<file path="config.mk">
export PLATFORM = sky130hd
export DESIGN_NAME = status_ctrl
export DESIGN_NICKNAME = d
export VERILOG_FILES = /design/src/rtl/status_ctrl_pkg.sv /design/src/rtl/status_shadow_stack.sv /design/src/rtl/status_ctrl.sv
export SDC_FILE = /design/constraint.sdc
export NUM_CORES = 1
export LEC_CHECK = 0
export BUFFER_PORTS_ARGS = -buffer_cell sky130_fd_sc_hd__buf_2
export CORE_UTILIZATION = 50
export DETAILED_ROUTE_END_ITERATION = 6
export PLACE_DENSITY = 0.76
export SETUP_SLACK_MARGIN = 0.1
export SYNTH_ARGS = -nofsm -noshare
export SYNTH_HDL_FRONTEND = slang
export SYNTH_SLANG_ARGS = --single-unit
export TNS_END_PERCENT = 10
</file>
<file path="constraint.sdc">
create_clock -name clk -period 3.17 [get_ports clk]
set_clock_uncertainty 0.1 [all_clocks]
set_input_delay 0.317 -clock clk [delete_from_list [all_inputs] [get_ports clk]]
set_output_delay 0.317 -clock clk [all_outputs]
set_load 0.03 [all_outputs]
</file>
<file path="src/rtl/status_ctrl_pkg.sv">
// Shared constants for the status-register write controller: default sizes and
// bit positions of the one-hot grant vector, highest priority first.
package status_ctrl_pkg;

  localparam int NUM_STATUS_BITS_DEF = 3;
  localparam int SHADOW_DEPTH_DEF    = 4;

  localparam int GNT_W       = 4;
  localparam int GNT_RESTORE = 3;
  localparam int GNT_SAVE    = 2;
  localparam int GNT_DEC     = 1;
  localparam int GNT_ALU     = 0;

  typedef logic [GNT_W-1:0] gnt_vec_t;

  function automatic gnt_vec_t gnt_onehot(input int idx);
    return gnt_vec_t'(1) << idx;
  endfunction

  // Stack count must reach DEPTH itself, hence one bit more than the index.
  function automatic int ptr_width(input int depth);
    return $clog2(depth) + 1;
  endfunction

endpackage

</file>
<file path="src/rtl/status_shadow_stack.sv">
// LIFO of saved status words for nested interrupts. Pop takes precedence if both
// strobes arrive together; the controller never issues both in one cycle.
module status_shadow_stack
  import status_ctrl_pkg::*;
#(
  parameter int W     = NUM_STATUS_BITS_DEF,
  parameter int DEPTH = SHADOW_DEPTH_DEF,
  localparam int PTR_W = ptr_width(DEPTH)
) (
  input  logic             clk,
  input  logic             res,
  input  logic             push,
  input  logic             pop,
  input  logic [W-1:0]     push_data,
  output logic [W-1:0]     top,
  output logic [PTR_W-1:0] depth,
  output logic             full,
  output logic             empty
);

  localparam int AW = PTR_W - 1;

  logic [W-1:0]     mem [DEPTH];
  logic [PTR_W-1:0] count;
  logic [AW-1:0]    wr_idx;
  logic [AW-1:0]    top_idx;

  assign wr_idx  = AW'(count);
  assign top_idx = AW'(count - 1'b1);

  assign full  = (count == PTR_W'(DEPTH));
  assign empty = (count == '0);
  assign depth = count;
  assign top   = empty ? '0 : mem[top_idx];

  always_ff @(posedge clk) begin
    if (res) begin
      count <= '0;
      for (int i = 0; i < DEPTH; i++) begin
        mem[i] <= '0;
      end
    end else if (pop && !empty) begin
      count <= count - 1'b1;
    end else if (push && !full) begin
      mem[wr_idx] <= push_data;
      count       <= count + 1'b1;
    end
  end

endmodule

</file>
<file path="src/rtl/status_ctrl.sv">
// Arbitrates every write into the CPU status register (restore > save > decoder > ALU)
// and keeps the shadow stack used for interrupt save/restore.
module status_ctrl
  import status_ctrl_pkg::*;
#(
  parameter int NUM_STATUS_BITS = NUM_STATUS_BITS_DEF,
  parameter int SHADOW_DEPTH    = SHADOW_DEPTH_DEF,
  localparam int PTR_W          = ptr_width(SHADOW_DEPTH)
) (
  input  logic                       clk,
  input  logic                       res,
  input  logic [NUM_STATUS_BITS-1:0] status,
  input  logic                       alu_req,
  input  logic                       dec_req,
  input  logic [NUM_STATUS_BITS-1:0] dec_val,
  input  logic                       irq_save,
  input  logic                       irq_restore,
  output logic                       alu_gnt,
  output logic                       dec_gnt,
  output logic                       save_gnt,
  output logic                       restore_gnt,
  output logic                       stat_wr_en,
  output logic                       stat_sel_alu,
  output logic [NUM_STATUS_BITS-1:0] stat_dec_val,
  output logic [PTR_W-1:0]           depth,
  output logic                       ovf_err,
  output logic                       unf_err
);

  logic [NUM_STATUS_BITS-1:0] stk_top;
  logic                       stk_full;
  logic                       stk_empty;
  logic                       restore_ok;
  logic                       save_ok;
  gnt_vec_t                   gnt;

  status_shadow_stack #(
    .W     (NUM_STATUS_BITS),
    .DEPTH (SHADOW_DEPTH)
  ) u_stack (
    .clk       (clk),
    .res       (res),
    .push      (gnt[GNT_SAVE]),
    .pop       (gnt[GNT_RESTORE]),
    .push_data (status),
    .top       (stk_top),
    .depth     (depth),
    .full      (stk_full),
    .empty     (stk_empty)
  );

  // A save or restore that cannot be honoured drops out of arbitration so the
  // lower-priority requesters still get the write slot this cycle.
  assign restore_ok = irq_restore && !stk_empty;
  assign save_ok    = irq_save && !stk_full;

  always_comb begin
    gnt = '0;
    if (restore_ok) begin
      gnt = gnt_onehot(GNT_RESTORE);
    end else if (save_ok) begin
      gnt = gnt_onehot(GNT_SAVE);
    end else if (dec_req) begin
      gnt = gnt_onehot(GNT_DEC);
    end else if (alu_req) begin
      gnt = gnt_onehot(GNT_ALU);
    end
  end

  assign restore_gnt = gnt[GNT_RESTORE];
  assign save_gnt    = gnt[GNT_SAVE];
  assign dec_gnt     = gnt[GNT_DEC];
  assign alu_gnt     = gnt[GNT_ALU];

  // Save clears the flags, so it writes zero through the decoder path.
  always_comb begin
    stat_wr_en   = |gnt;
    stat_sel_alu = gnt[GNT_ALU];
    stat_dec_val = '0;
    if (gnt[GNT_RESTORE]) begin
      stat_dec_val = stk_top;
    end else if (gnt[GNT_DEC]) begin
      stat_dec_val = dec_val;
    end
  end

  // A save blocked only by a winning restore is not an overflow; it is retried.
  always_ff @(posedge clk) begin
    if (res) begin
      ovf_err <= 1'b0;
      unf_err <= 1'b0;
    end else begin
      if (irq_restore && stk_empty) begin
        unf_err <= 1'b1;
      end
      if (irq_save && stk_full && !restore_ok) begin
        ovf_err <= 1'b1;
      end
    end
  end

  always_comb begin
    assert ($onehot0(gnt));
  end

endmodule

</file>
# After elaboration in Yosys (flattened, before gate mapping)
# Memory sizes are Yosys's and may differ from the RTL's.
# Index checks and enable logic that the tools add are counted.
[word_totals] regBits=5 ramBits=12 inputBits=12 out_inout_bits=14 wordCells=39 memories=1
[mem_list] memory="u_stack.mem" words=4 word_bits=3 rd=1 rd_ports_with_merged_regs=0 write_ports=4 line="status_shadow_stack.sv:23" rtl="logic [W-1:0] mem [DEPTH];"
[op_classes] n_addsub=2 eq_ne=1 mux=18 reduce_logical=14
[op_table] operator="two-way mux 3 bit" count=7
[op_table] operator="two-way mux 1 bit" count=8
[op_table] operator="logical AND 1 bit" count=7
[op_table] operator="two-way mux 2 bit" count=2
[op_table] operator="two-way mux 4 bit" count=1
[op_table] operator="OR reduction 4 bit" count=1
[op_table] operator="adder 3 x 1 -> 3 bit, second input constant" count=1
[op_table] operator="== test 3 bit, second input constant" count=1
[op_table] operator="logical NOT 1 bit" count=3
[op_table] operator="logical NOT 3 bit" count=1
[op_table] operator="OR reduction 3 bit" count=1
[op_table] operator="subtractor 3 x 1 -> 3 bit, second input constant" count=1
[op_table] operator="nonzero test 2 bit" count=1

# Longest topological paths before layout
# Gate-level depths: netlist of run 1.
[depth] ltp_word=12 ltp_mapped=7 depth_no_buf=5

# Modules after synthesis
# From an unflattened synthesis of run 1, not the netlist that was laid out.
[hier_totals] cells_unflattened=92 hier_area_um2=1033.5
[modules_own_cells] module="status_shadow_stack" instances=1 cells_per_inst=73 area_each_um2=868.3 seq_area_each_um2=420.4
[modules_own_cells] module="status_ctrl" instances=1 cells_per_inst=19 area_each_um2=165.2 seq_area_each_um2=40.0

# Worst setup path before layout of run 1
# No wires, ideal clock.
[synth_timing] path_type="flip-flop to output port" from="register u_stack.count[0] (netlist: u_stack.depth[0])" to="output port stat_sel_alu" arrival_time_ns=2.249 t_required_ns=2.753 setup_slack_ns=0.504 stages_incl_launch_ff=8 path_buffers=3 path_cell_list="dfxtp_1 -> buf_2 -> inv_1 -> ha_1 -> buf_6 -> a22oi_2 -> nor3b_1 -> buf_4"
[synth_between] elab_chain_cells=5 word_cells_on_any_way=8 classes_between="1 x eq/ne; 2 x mux; 5 x reduce/logical"
[synth_lines] element="start, declared" line="status_shadow_stack.sv:24" rtl="logic [PTR_W-1:0] count;"
[synth_lines] element="start signal, assigned" line="status_shadow_stack.sv:43" rtl="count <= count - 1'b1;"
[synth_lines] element="start signal, assigned" line="status_shadow_stack.sv:46" rtl="count <= count + 1'b1;"
[synth_lines] element="== test 3 bit" line="status_shadow_stack.sv:31" rtl="assign full = (count == PTR_W'(DEPTH));"
[synth_lines] element="logical NOT 1 bit" line="status_ctrl.sv:55" rtl="assign save_ok = irq_save && !stk_full;"
[synth_lines] element="logical AND 1 bit" line="status_ctrl.sv:55"
[synth_lines] element="two-way mux 3 bit" line="status_ctrl.sv:61" rtl="end else if (save_ok) begin"
[synth_lines] element="two-way mux 4 bit (*)" line="status_ctrl.sv:59" rtl="if (restore_ok) begin"
[synth_lines] element="end, declared" line="status_ctrl.sv:23" rtl="output logic stat_sel_alu,"
# Mark *: on every way between the ends. The rest lies on a longest branch, timed or not.

# Worst setup path after layout of run 1
[layout_timing] from="register u_stack.count[0] (netlist: u_stack.depth[0])" to="output port stat_dec_val[1]"
[layout_between] elab_chain_cells=7 word_cells_on_any_way=13 classes_between="1 x add/sub; 1 x eq/ne; 5 x mux; 5 x reduce/logical; 1 x memory"
[layout_lines] element="parallel branches: the longest is 6 deep, another holds subtractor 3 x 1 -> 3 bit"
[layout_lines] element="two-way mux 3 bit (*)" line="status_ctrl.sv:80" rtl="if (gnt[GNT_RESTORE]) begin"
[layout_lines] element="end, declared" line="status_ctrl.sv:24" rtl="output logic [NUM_STATUS_BITS-1:0] stat_dec_val,"
# Mark *: on every way between the ends.

==> flow_summary_export.csv, run 1 <==
group,metric,value,unit
timing,max_clock_freq,376,MHz
synthesis,ys_async_sr_fraction,0,%
routing,drtAntennaViolNets,0,
finish,nets,134,
clock_tree,max-clock-path-buffers,2,
power_and_ir_drop,clockPowerShare,12.7,%
clock_tree,cts.root.buffer_cell,"clkbuf_4",
setup_path,critical_path.slowest_cell,"dfxtp_1",
synthesis,synth_cell_types,37,
floorplan,site_row_count,15,
power_and_ir_drop,sw_frac_of_total,44.2,%
global_route,grt_usage,20.6,%
routing,detail_route.wl_per_cell,14.3,um
min_path,hold_path_startpoint,"status[2]",
setup_path,critPathArrivalTime,2.24,ns
routing,dr_total_vias,810,
setup_path,r2r-start,"u_stack.depth[0]",
floorplan,die_h,47.2,um
floorplan,initial_utilization,56.0,%
power_and_ir_drop,switching_power,0.000401,W
timing,setup_viol,0,
synthesis,synth_edf_count,12,
timing,min_period,2.66,ns
placement,gp_congestion,0.908,
synthesis,post_synth_main_area_contributors,"edfxtp_1, dfxtp_1, mux4_2",
synthesis,synth.yosys.seq_area_share,45.2,%
min_path,hold_class,"input pin to flop",
power_and_ir_drop,combinational_group_share_of_total_power,50.8,%
finish,antennaDiodeCount,0,
finish,syn2layout_area_growth,14.4,%
routing,post-route-drc-count,0,
setup_path,crit_chain,"inv_1 -> ha_1 -> mux4_2 -> nand3_1 -> o21ai_0 -> buf_2",
routing,drt_pass1_iterations,4,
synthesis,synth-seq-cells,17,
clock_tree,tritoncts.num_buffers,3,
timing,setup_total_negative_slack,0,ns
synthesis,yosysTopAreaCell,"edfxtp_1",
setup_path,worst-path-buf-inv,2,
timing,slew_headroom,59.4,%
setup_path,worst_path_dominant_cell_family,"flip-flops",
power_and_ir_drop,power.sequential.fraction,36.6,%
setup_path,crit_fanout,8,
floorplan,boundaryPins,26,
floorplan,die_w,47.2,um
setup_path,timing.rr.end,"u_stack.mem[3][2]",
setup_path,reg2regPathDepth,4,
global_route,grt_overflow_total,0,
setup_path,critical_path.max_stage_delay,0.60,ns
min_path,holdPathEnd,"u_stack.mem[3][2]",
timing,worstMarginPinSlew,0.601,ns
setup_path,worstSetupEndpointType,"output pin",
routing,postRouteWirelength,2040,um
global_route,grt_antenna_before_repair,0,
clock_tree,cts.repair_timing.setup_buffer_count,0,
power_and_ir_drop,cellPowerDensity,778,mW/mm^2
setup_path,timing.critical_path.from_type,"flop",
finish,nFillCells,173,
routing,drt_iter0_drc,42,
timing,fin_crit_sh,83.9,%
setup_path,required_time_reported_for_the_critical_path_endpoint,2.75,ns
timing,timing.final.ws_setup,0.511,ns
floorplan,die_area,0.00222,mm^2
clock_tree,cts_num_sinks,17,
run,cap_viol_max_count,0,
status,outcome,"completed",
clock_tree,cts.repair.resized,0,
clock_tree,hold_buf_cts,0,
timing,final_hold_viol_count,0,
setup_path,crit_type,"flop to output pin",
global_route,grt_max_degree,14,
timing,maxSlewViolCount,0,
global_route,number_of_global_route_vias_before_repair,695,
placement,pre_cts_setup_slack,0.691,ns
power_and_ir_drop,cellLeakagePower,0.543,nW
synthesis,yosys_warnings,0,
routing,routed_via_density,5.66,
synthesis,synth_top_area_share,35.3,%
synthesis,syn_nets,110,
placement,io_buffer_count,25,
clock_tree,cts_tree,"yes",
clock_tree,clk_transition_reported_paths,0.10,ns
setup_path,rrSetupSlack,0.66,ns
power_and_ir_drop,cell_internal_pwr,0.000506,W
min_path,holdPathStages,2,
floorplan,core,0.00182,mm^2
timing,rsz0062_at_grt,"no",
synthesis,synth_area_per_cell,10.7,um^2
finish,drive_above_1_share,31.4,%
global_route,global_route_wire_length_before_repair,3100,um
clock_tree,insertion_delay,0.29,ns
synthesis,synth.cell_area,0.00102,mm^2
clock_tree,ctsHtreeMaxLevel,1,
power_and_ir_drop,ir_worst_vdd,0.491,mV
synthesis,synth_cells,95,
synthesis,synth_top_flop_cell,"edfxtp_1",
placement,dp_hpwl,1610,um
-- worst max path at each step --
stage	startpoint	endpoint	slack, ns	cells past startpoint
after floorplan	u_stack.depth[0]	stat_sel_alu	0.50	7
after global routing	u_stack.depth[0]	stat_dec_val[1]	0.35	6
after global placement	u_stack.depth[0]	u_stack.mem[3][1]	0.76	4
after detailed placement	u_stack.depth[0]	u_stack.mem[3][2]	0.69	4
final	u_stack.depth[0]	stat_dec_val[1]	0.51	6
after CTS	u_stack.depth[0]	stat_dec_val[1]	0.52	6
-- state kept, by name, summed over array words and instances, names as in the netlist --
| signal | cells |
|---|---|
| unf_err | 1 |
| ovf_err | 1 |
| u_stack.mem | 12 |
| u_stack.depth | 3 |
-- kinds of logic after synthesis --
group                      after synthesis  share of synthesized area (%)
adders and majority gates                3                           3.68
buffers and inverters                   13                           6.26
and+or+nand+nor                         39                           22.5
DFF                                     17                           45.2
AOI/OAI and AO/OA                       15                           10.2
muxes                                    8                           12.3
-- metrics by stage --
step / hold slack, ns / total power, W / cells / cell area (um^2) / util (%)
after detailed placement: 0.365 / 0.000792 / 139 / 1140 / 62.5
after global routing: 0.243 / 0.000962 / 143 / 1170 / 64.1
final: 0.245 / 0.000907 / 143 / 1170 / 64.1
after CTS: 0.241 / 0.000905 / 143 / 1170 / 64.1
after global placement: 0.347 / 0.000782 / 139 / 1140 / 62.5
after floorplan: 0.415 / 0.000703 / 95 / 1020 / -
-- synth_stat cells, drive strengths merged, types with 2 or more instances --
master  number
and3         9
ha           3
mux2i        2
nand2        5
mux4         3
or3          2
inv          7
clkbuf       2
nand2b       2
nand3        3
a21oi        2
dfxtp        5
o21ai        5
edfxtp      12
and2         4
buf          4
nor2         8
mux2         3
-- power by group through the flow --
stage / registers [W] / logic, W / clock network [W]
3_3_place_gp: 0.000334 / 0.000448 / 0
3_5_place_dp: 0.000337 / 0.000456 / 0
5_1_grt: 0.000340 / 0.000499 / 0.000123
6_report: 0.000332 / 0.000461 / 0.000115
4_1_cts: 0.000331 / 0.000457 / 0.000116
2_1_floorplan: 0.000344 / 0.000358 / 0
-- routing by layer --
layer,up-vias,track usage (%),share of wire [%]
met4,0,10.9,1.8
li1,399,-,-
met5,-,0,0
met1,365,26.2,46
met3,4,2.31,6.4
met2,42,34.4,46
-- cell usage in the layout (no fill, tap or decap), types with 4 or more instances in the layout --
cell,instances
nand2_1,5
buf_2,25
inv_1,7
o21ai_0,5
nor2_1,8
and3_1,9
and2_1,4
edfxtp_1,12
dfxtp_1,5
-- final cells by class --
cell class	count	area, um^2	area share (%)
inverters	7	26.3	2.25
repair buffers	25	125	10.7
flip-flops and latches	17	460	39.5
clock buffers	3	22.5	1.93
multi-input cells	65	495	42.5
well taps	25	31.3	2.68
clock inverters	1	5.00	0.429
No activity file was read; power rests on OpenSTA's default activity.
==> run 2, diff against run 1 <==
Settings changed: ABC_AREA set to 1.
Clock period 3.17 ns to 2.7 ns, I/O delays scaled along.
==> flow_summary_export.csv, run 2 <==
group,metric,value,unit
synthesis,synth_area_per_cell,8.85,um^2
placement,dp_hpwl,1550,um
global_route,grt_max_degree,12,
timing,fin_crit_sh,89.9,%
floorplan,site_row_count,15,
setup_path,worst_path_dominant_cell_family,"simple AND/OR/NAND/NOR gates",
placement,io_buffer_count,25,
setup_path,required_time_reported_for_the_critical_path_endpoint,2.33,ns
global_route,grt_usage,22.8,%
floorplan,die_h,46.1,um
finish,largest-register,"u_stack.mem",
synthesis,synth-seq-cells,17,
finish,drive_above_1_share,31.2,%
synthesis,synth_edf_count,12,
setup_path,crit_fanout,5,
clock_tree,cts.repair.resized,0,
run,cap_viol_max_count,0,
timing,final_hold_viol_count,0,
routing,drt_iter0_drc,17,
routing,dr_total_vias,832,
min_path,hold_class,"input pin to flop",
power_and_ir_drop,totalPowerFinal,0.000881,W
timing,maxSlewViolCount,0,
finish,nets,154,
finish,final_common_cell,"buf_2",
clock_tree,cts.root.buffer_cell,"clkbuf_4",
global_route,grt_overflow_total,0,
timing,setup_total_negative_slack,0,ns
setup_path,critical_path.max_stage_delay,0.38,ns
clock_tree,tritoncts.num_buffers,3,
finish,multi_input_area,449,um^2
finish,syn2layout_area_growth,18.8,%
setup_path,crit_chain,"inv_1 -> ha_1 -> nand2_1 -> nand2_2 -> nand2_1 -> nor2_4 -> nand2_1 -> nand2_1 -> buf_2",
routing,detail_route.wl_per_cell,12.5,um
timing,setup_viol,0,
clock_tree,max-clock-path-buffers,2,
clock_tree,clk_transition_reported_paths,0.10,ns
routing,post-route-drc-count,0,
timing,max_clock_freq,412,MHz
synthesis,post_synth_main_area_contributors,"edfxtp_1, dfxtp_1, nor2_1",
finish,antennaDiodeCount,0,
synthesis,synth_cell_types,23,
setup_path,worstSetupEndpointType,"output pin",
finish,design_area,0.00116,mm^2
finish,final_core_util,64.8,%
status,outcome,"completed",
synthesis,synth_top_flop_cell,"edfxtp_1",
global_route,grt_antenna_before_repair,0,
placement,gp_congestion,0.787,
clock_tree,insertion_delay,0.30,ns
timing,min_period,2.43,ns
power_and_ir_drop,cellLeakagePower,0.566,nW
clock_tree,hold_buf_cts,0,
floorplan,core,0.00178,mm^2
floorplan,die_area,0.00213,mm^2
synthesis,yosys_warnings,0,
routing,postRouteWirelength,2030,um
synthesis,synth_cells,110,
synthesis,synth.cell_area,973,um^2
synthesis,ys_async_sr_fraction,0,%
floorplan,boundaryPins,26,
clock_tree,cts.repair_timing.setup_buffer_count,0,
timing,slew_headroom,67.8,%
clock_tree,cts_tree,"yes",
timing,holdWs,0.124,ns
floorplan,die_w,46.1,um
routing,drt_pass1_iterations,4,
finish,layout_common_cells,"buf_2, nor2_1, nand2_1",
placement,dpl_cell_area,0.00113,mm^2
synthesis,synth_top_area_share,37.0,%
clock_tree,cts_num_sinks,17,
setup_path,worst-path-buf-inv,2,
synthesis,yosysTopAreaCell,"edfxtp_1",
setup_path,critical_path.slowest_cell,"dfxtp_1",
synthesis,syn_nets,125,
routing,drtAntennaViolNets,0,
global_route,global_route_wire_length_before_repair,3240,um
finish,largest_register_ff_count,12,
finish,nFillCells,162,
global_route,number_of_global_route_vias_before_repair,714,
power_and_ir_drop,ir_worst_vdd,0.383,mV
power_and_ir_drop,cellPowerDensity,762,mW/mm^2
floorplan,initial_utilization,54.6,%
setup_path,worst_path_most_repeated_cell,"nand2_1",
routing,routed_via_density,5.10,
synthesis,synth_top_cells_by_count,"nor2_1, nand2_1, edfxtp_1, inv_1, o21ai_0",
setup_path,crit_type,"flop to output pin",
timing,rsz0062_at_grt,"no",
synthesis,post-synth-top-count-cell,"nor2_1",
setup_path,critPathArrivalTime,2.06,ns
synthesis,synth.yosys.seq_area_share,47.3,%
setup_path,timing.critical_path.from_type,"flop",
timing,worstMarginPinSlew,0.479,ns
finish,ff_latch_area,460,um^2
clock_tree,ctsHtreeMaxLevel,1,
run 2: final cells by class:
cell class	instances	share of cell area (%)
multi-input combinational	76	38.9
sequential	17	39.8
inverter	15	4.87
clock buffer	4	2.27
timing repair buffer	26	11.5
tap	25	2.71
run 2: final timing paths:
path / startpoint / endpoint / slack (ns) / cells after the start
min reg2reg: unf_err / unf_err / 0.37 / 1
min: res / ovf_err / 0.12 / 2
max: u_stack.depth[1] / stat_dec_val[0] / 0.27 / 9
max reg2reg: u_stack.depth[1] / u_stack.mem[3][0] / 0.52 / 7
run 2: logic make-up (layout without fill, tap and decap cells):
kind of cell             after synthesis  count (layout)  share of synthesized area [%]
AND/OR/NAND/NOR                       57              57                           31.5
adder cells (fa/ha/maj)                3               3                           3.86
buffers and inverters                 17              45                           7.07
flip-flops                            17              17                           47.3
AO/OA/AOI/OAI                         16              16                           10.3
run 2: worst register-to-register path, delay by kind of cell (launching register included):
kind / cells / cell delay, ns
AOI/OAI and AO/OA: 1 / 0.42
and+or+nand+nor: 3 / 0.28
DFF: 1 / 0.45
buffers and inverters: 2 / 0.28
adders and majority gates: 1 / 0.30
run 2: stage by stage:
step / setup WS (ns) / instances
floorplan: 0.224 / 110
global placement: 0.659 / 159
detailed placement: 0.551 / 159
CTS: 0.274 / 163
global route: 0.136 / 163
finish: 0.272 / 163
run 2: power by group:
part           switching (W)  internal (W)
Combinational       0.000291      0.000120
Clock              0.0000796     0.0000576
Sequential         0.0000190      0.000314
run 2: layer usage:
metal	GRT usage [%]	routed length, um
met4	14.7	64
met1	29.6	879
met5	0	0
met2	34.1	954
met3	4.71	133
==> run 3, diff against run 2 <==
Settings changed: RECOVER_POWER set to 25.
==> flow_summary_export.csv, run 3 (same netlist as run 2, synthesis figures left out) <==
group,metric,value,unit
routing,routed_via_density,5.10,
placement,gp_congestion,0.787,
finish,antennaDiodeCount,0,
setup_path,timing.critical_path.from_type,"flop",
routing,drt_pass1_iterations,4,
routing,detail_route.wl_per_cell,12.6,um
clock_tree,cts_num_sinks,17,
power_and_ir_drop,cellPowerDensity,766,mW/mm^2
power_and_ir_drop,switching_power,0.000391,W
global_route,grt_overflow_total,0,
timing,slew_headroom,67.7,%
finish,layout_common_cells,"nor2_1, nand2_1, buf_2",
placement,pre_cts_setup_slack,0.551,ns
power_and_ir_drop,cell_internal_pwr,0.000485,W
power_and_ir_drop,ir_worst_vdd,0.388,mV
status,outcome,"completed",
placement,io_buffer_count,25,
min_path,hold_class,"input pin to flop",
timing,timing.final.ws_setup,0.236,ns
power_and_ir_drop,clockPowerShare,16.1,%
power_and_ir_drop,power.sequential.fraction,38.1,%
setup_path,crit_type,"flop to output pin",
finish,largest_register_ff_count,12,
finish,nets,154,
finish,syn2layout_area_growth,17.6,%
timing,fin_crit_sh,91.3,%
finish,drive_above_1_share,26.1,%
timing,final_hold_viol_count,0,
global_route,grt_antenna_before_repair,0,
global_route,grt_usage,22.8,%
clock_tree,clk_transition_reported_paths,0.10,ns
floorplan,die_area,0.00213,mm^2
timing,setup_total_negative_slack,0,ns
routing,dr_total_vias,832,
run,cap_viol_max_count,0,
routing,postRouteWirelength,2050,um
min_path,holdPathStages,2,
timing,max_clock_freq,406,MHz
finish,nFillCells,165,
setup_path,reg2regPathDepth,7,
routing,drtAntennaViolNets,0,
finish,multi_input_area,444,um^2
clock_tree,cts_tree,"yes",
global_route,grt_max_degree,12,
floorplan,die_h,46.1,um
routing,post-route-drc-count,0,
setup_path,crit_fanout,5,
global_route,number_of_global_route_vias_before_repair,714,
global_route,global_route_wire_length_before_repair,3240,um
floorplan,die_w,46.1,um
clock_tree,tritoncts.num_buffers,3,
timing,setup_viol,0,
clock_tree,cts.repair.resized,0,
placement,dp_hpwl,1550,um
setup_path,rrSetupSlack,0.48,ns
setup_path,r2r-start,"u_stack.depth[1]",
timing,rsz0062_at_grt,"no",
floorplan,initial_utilization,54.6,%
finish,ff_latch_area,460,um^2
power_and_ir_drop,combinational_group_share_of_total_power,45.8,%
finish,final_common_cell,"nor2_1",
power_and_ir_drop,cellLeakagePower,0.546,nW
setup_path,required_time_reported_for_the_critical_path_endpoint,2.33,ns
clock_tree,hold_buf_cts,0,
clock_tree,cts.root.buffer_cell,"clkbuf_4",
timing,min_period,2.46,ns
floorplan,site_row_count,15,
clock_tree,max-clock-path-buffers,2,
setup_path,worstSetupEndpointType,"output pin",
finish,largest-register,"u_stack.mem",
setup_path,timing.rr.end,"u_stack.mem[3][0]",
timing,maxSlewViolCount,0,
floorplan,core,0.00178,mm^2
min_path,hold_path_startpoint,"res",
timing,worstMarginPinSlew,0.480,ns
min_path,holdPathEnd,"ovf_err",
clock_tree,cts.repair_timing.setup_buffer_count,0,
clock_tree,ctsHtreeMaxLevel,1,
floorplan,boundaryPins,26,
routing,drt_iter0_drc,19,
power_and_ir_drop,sw_frac_of_total,44.6,%
setup_path,critPathArrivalTime,2.09,ns
clock_tree,insertion_delay,0.30,ns
==> run 3: cell count changes in the layout (fill, tap and decap cells not counted) <==
cell and delta:
clkbuf_1 +5, nand2_2 -2, nand2_1 +2, buf_2 -5
==> run 3: how the worst max path moves through the flow <==
stage	from	end	slack, ns
floorplan	u_stack.depth[0]	stat_sel_alu	0.22
global placement	u_stack.depth[1]	u_stack.mem[3][1]	0.66
detailed placement	u_stack.depth[1]	u_stack.mem[3][0]	0.55
CTS	u_stack.depth[1]	stat_dec_val[0]	0.27
global route	u_stack.depth[1]	stat_dec_val[2]	0.1
finish	u_stack.depth[1]	stat_dec_val[0]	0.24
==> run 3: per-stage QoR <==
| step | power (W) | cells | area [um^2] | utilization [%] | hold slack, ns |
|---|---|---|---|---|---|
| final | 0.000877 | 163 | 1140 | 64.2 | 0.117 |
| after global routing | 0.000927 | 163 | 1140 | 64.2 | 0.135 |
| after CTS | 0.000880 | 163 | 1160 | 64.8 | 0.124 |
| after detailed placement | 0.000745 | 159 | 1130 | 63.4 | 0.351 |
| after global placement | 0.000737 | 159 | 1130 | 63.4 | 0.345 |
| after floorplan | 0.000646 | 110 | 978 | - | 0.242 |
==> run 3: area by class of cell <==
cell class	instances	share of cell area (%)
multi-input combinational	76	38.8
inverter	15	4.92
clock buffer	4	2.30
timing repair buffer	26	11.0
sequential	17	40.2
tap	25	2.73
==> run 3: power by group through the flow <==
stage	registers (W)	clock network, W	logic [W]
floorplan	0.000367	0	0.000279
global placement	0.000339	0	0.000398
detailed placement	0.000339	0	0.000405
CTS	0.000333	0.000138	0.000409
global route	0.000338	0.000147	0.000442
finish	0.000334	0.000141	0.000402
==> run 3: metal layers <==
layer	global-route usage [%]	part of all wire [%]	vias up
met5	0	0	-
met4	14.7	3.1	0
met3	4.71	5.9	7
met2	34.1	46	37
met1	29.6	45	376
li1	-	-	412
==> run 3: worst max-delay path, stage by stage, from the launching register on <==
cell and delay, ns:
dfxtp_1 0.38, inv_1 0.25, ha_1 0.30, nand2_1 0.10, nand2_1 0.15, nand2_1 0.17, nor2_4 0.14, nand2_1 0.06
nand2_1 0.06, buf_2 0.19
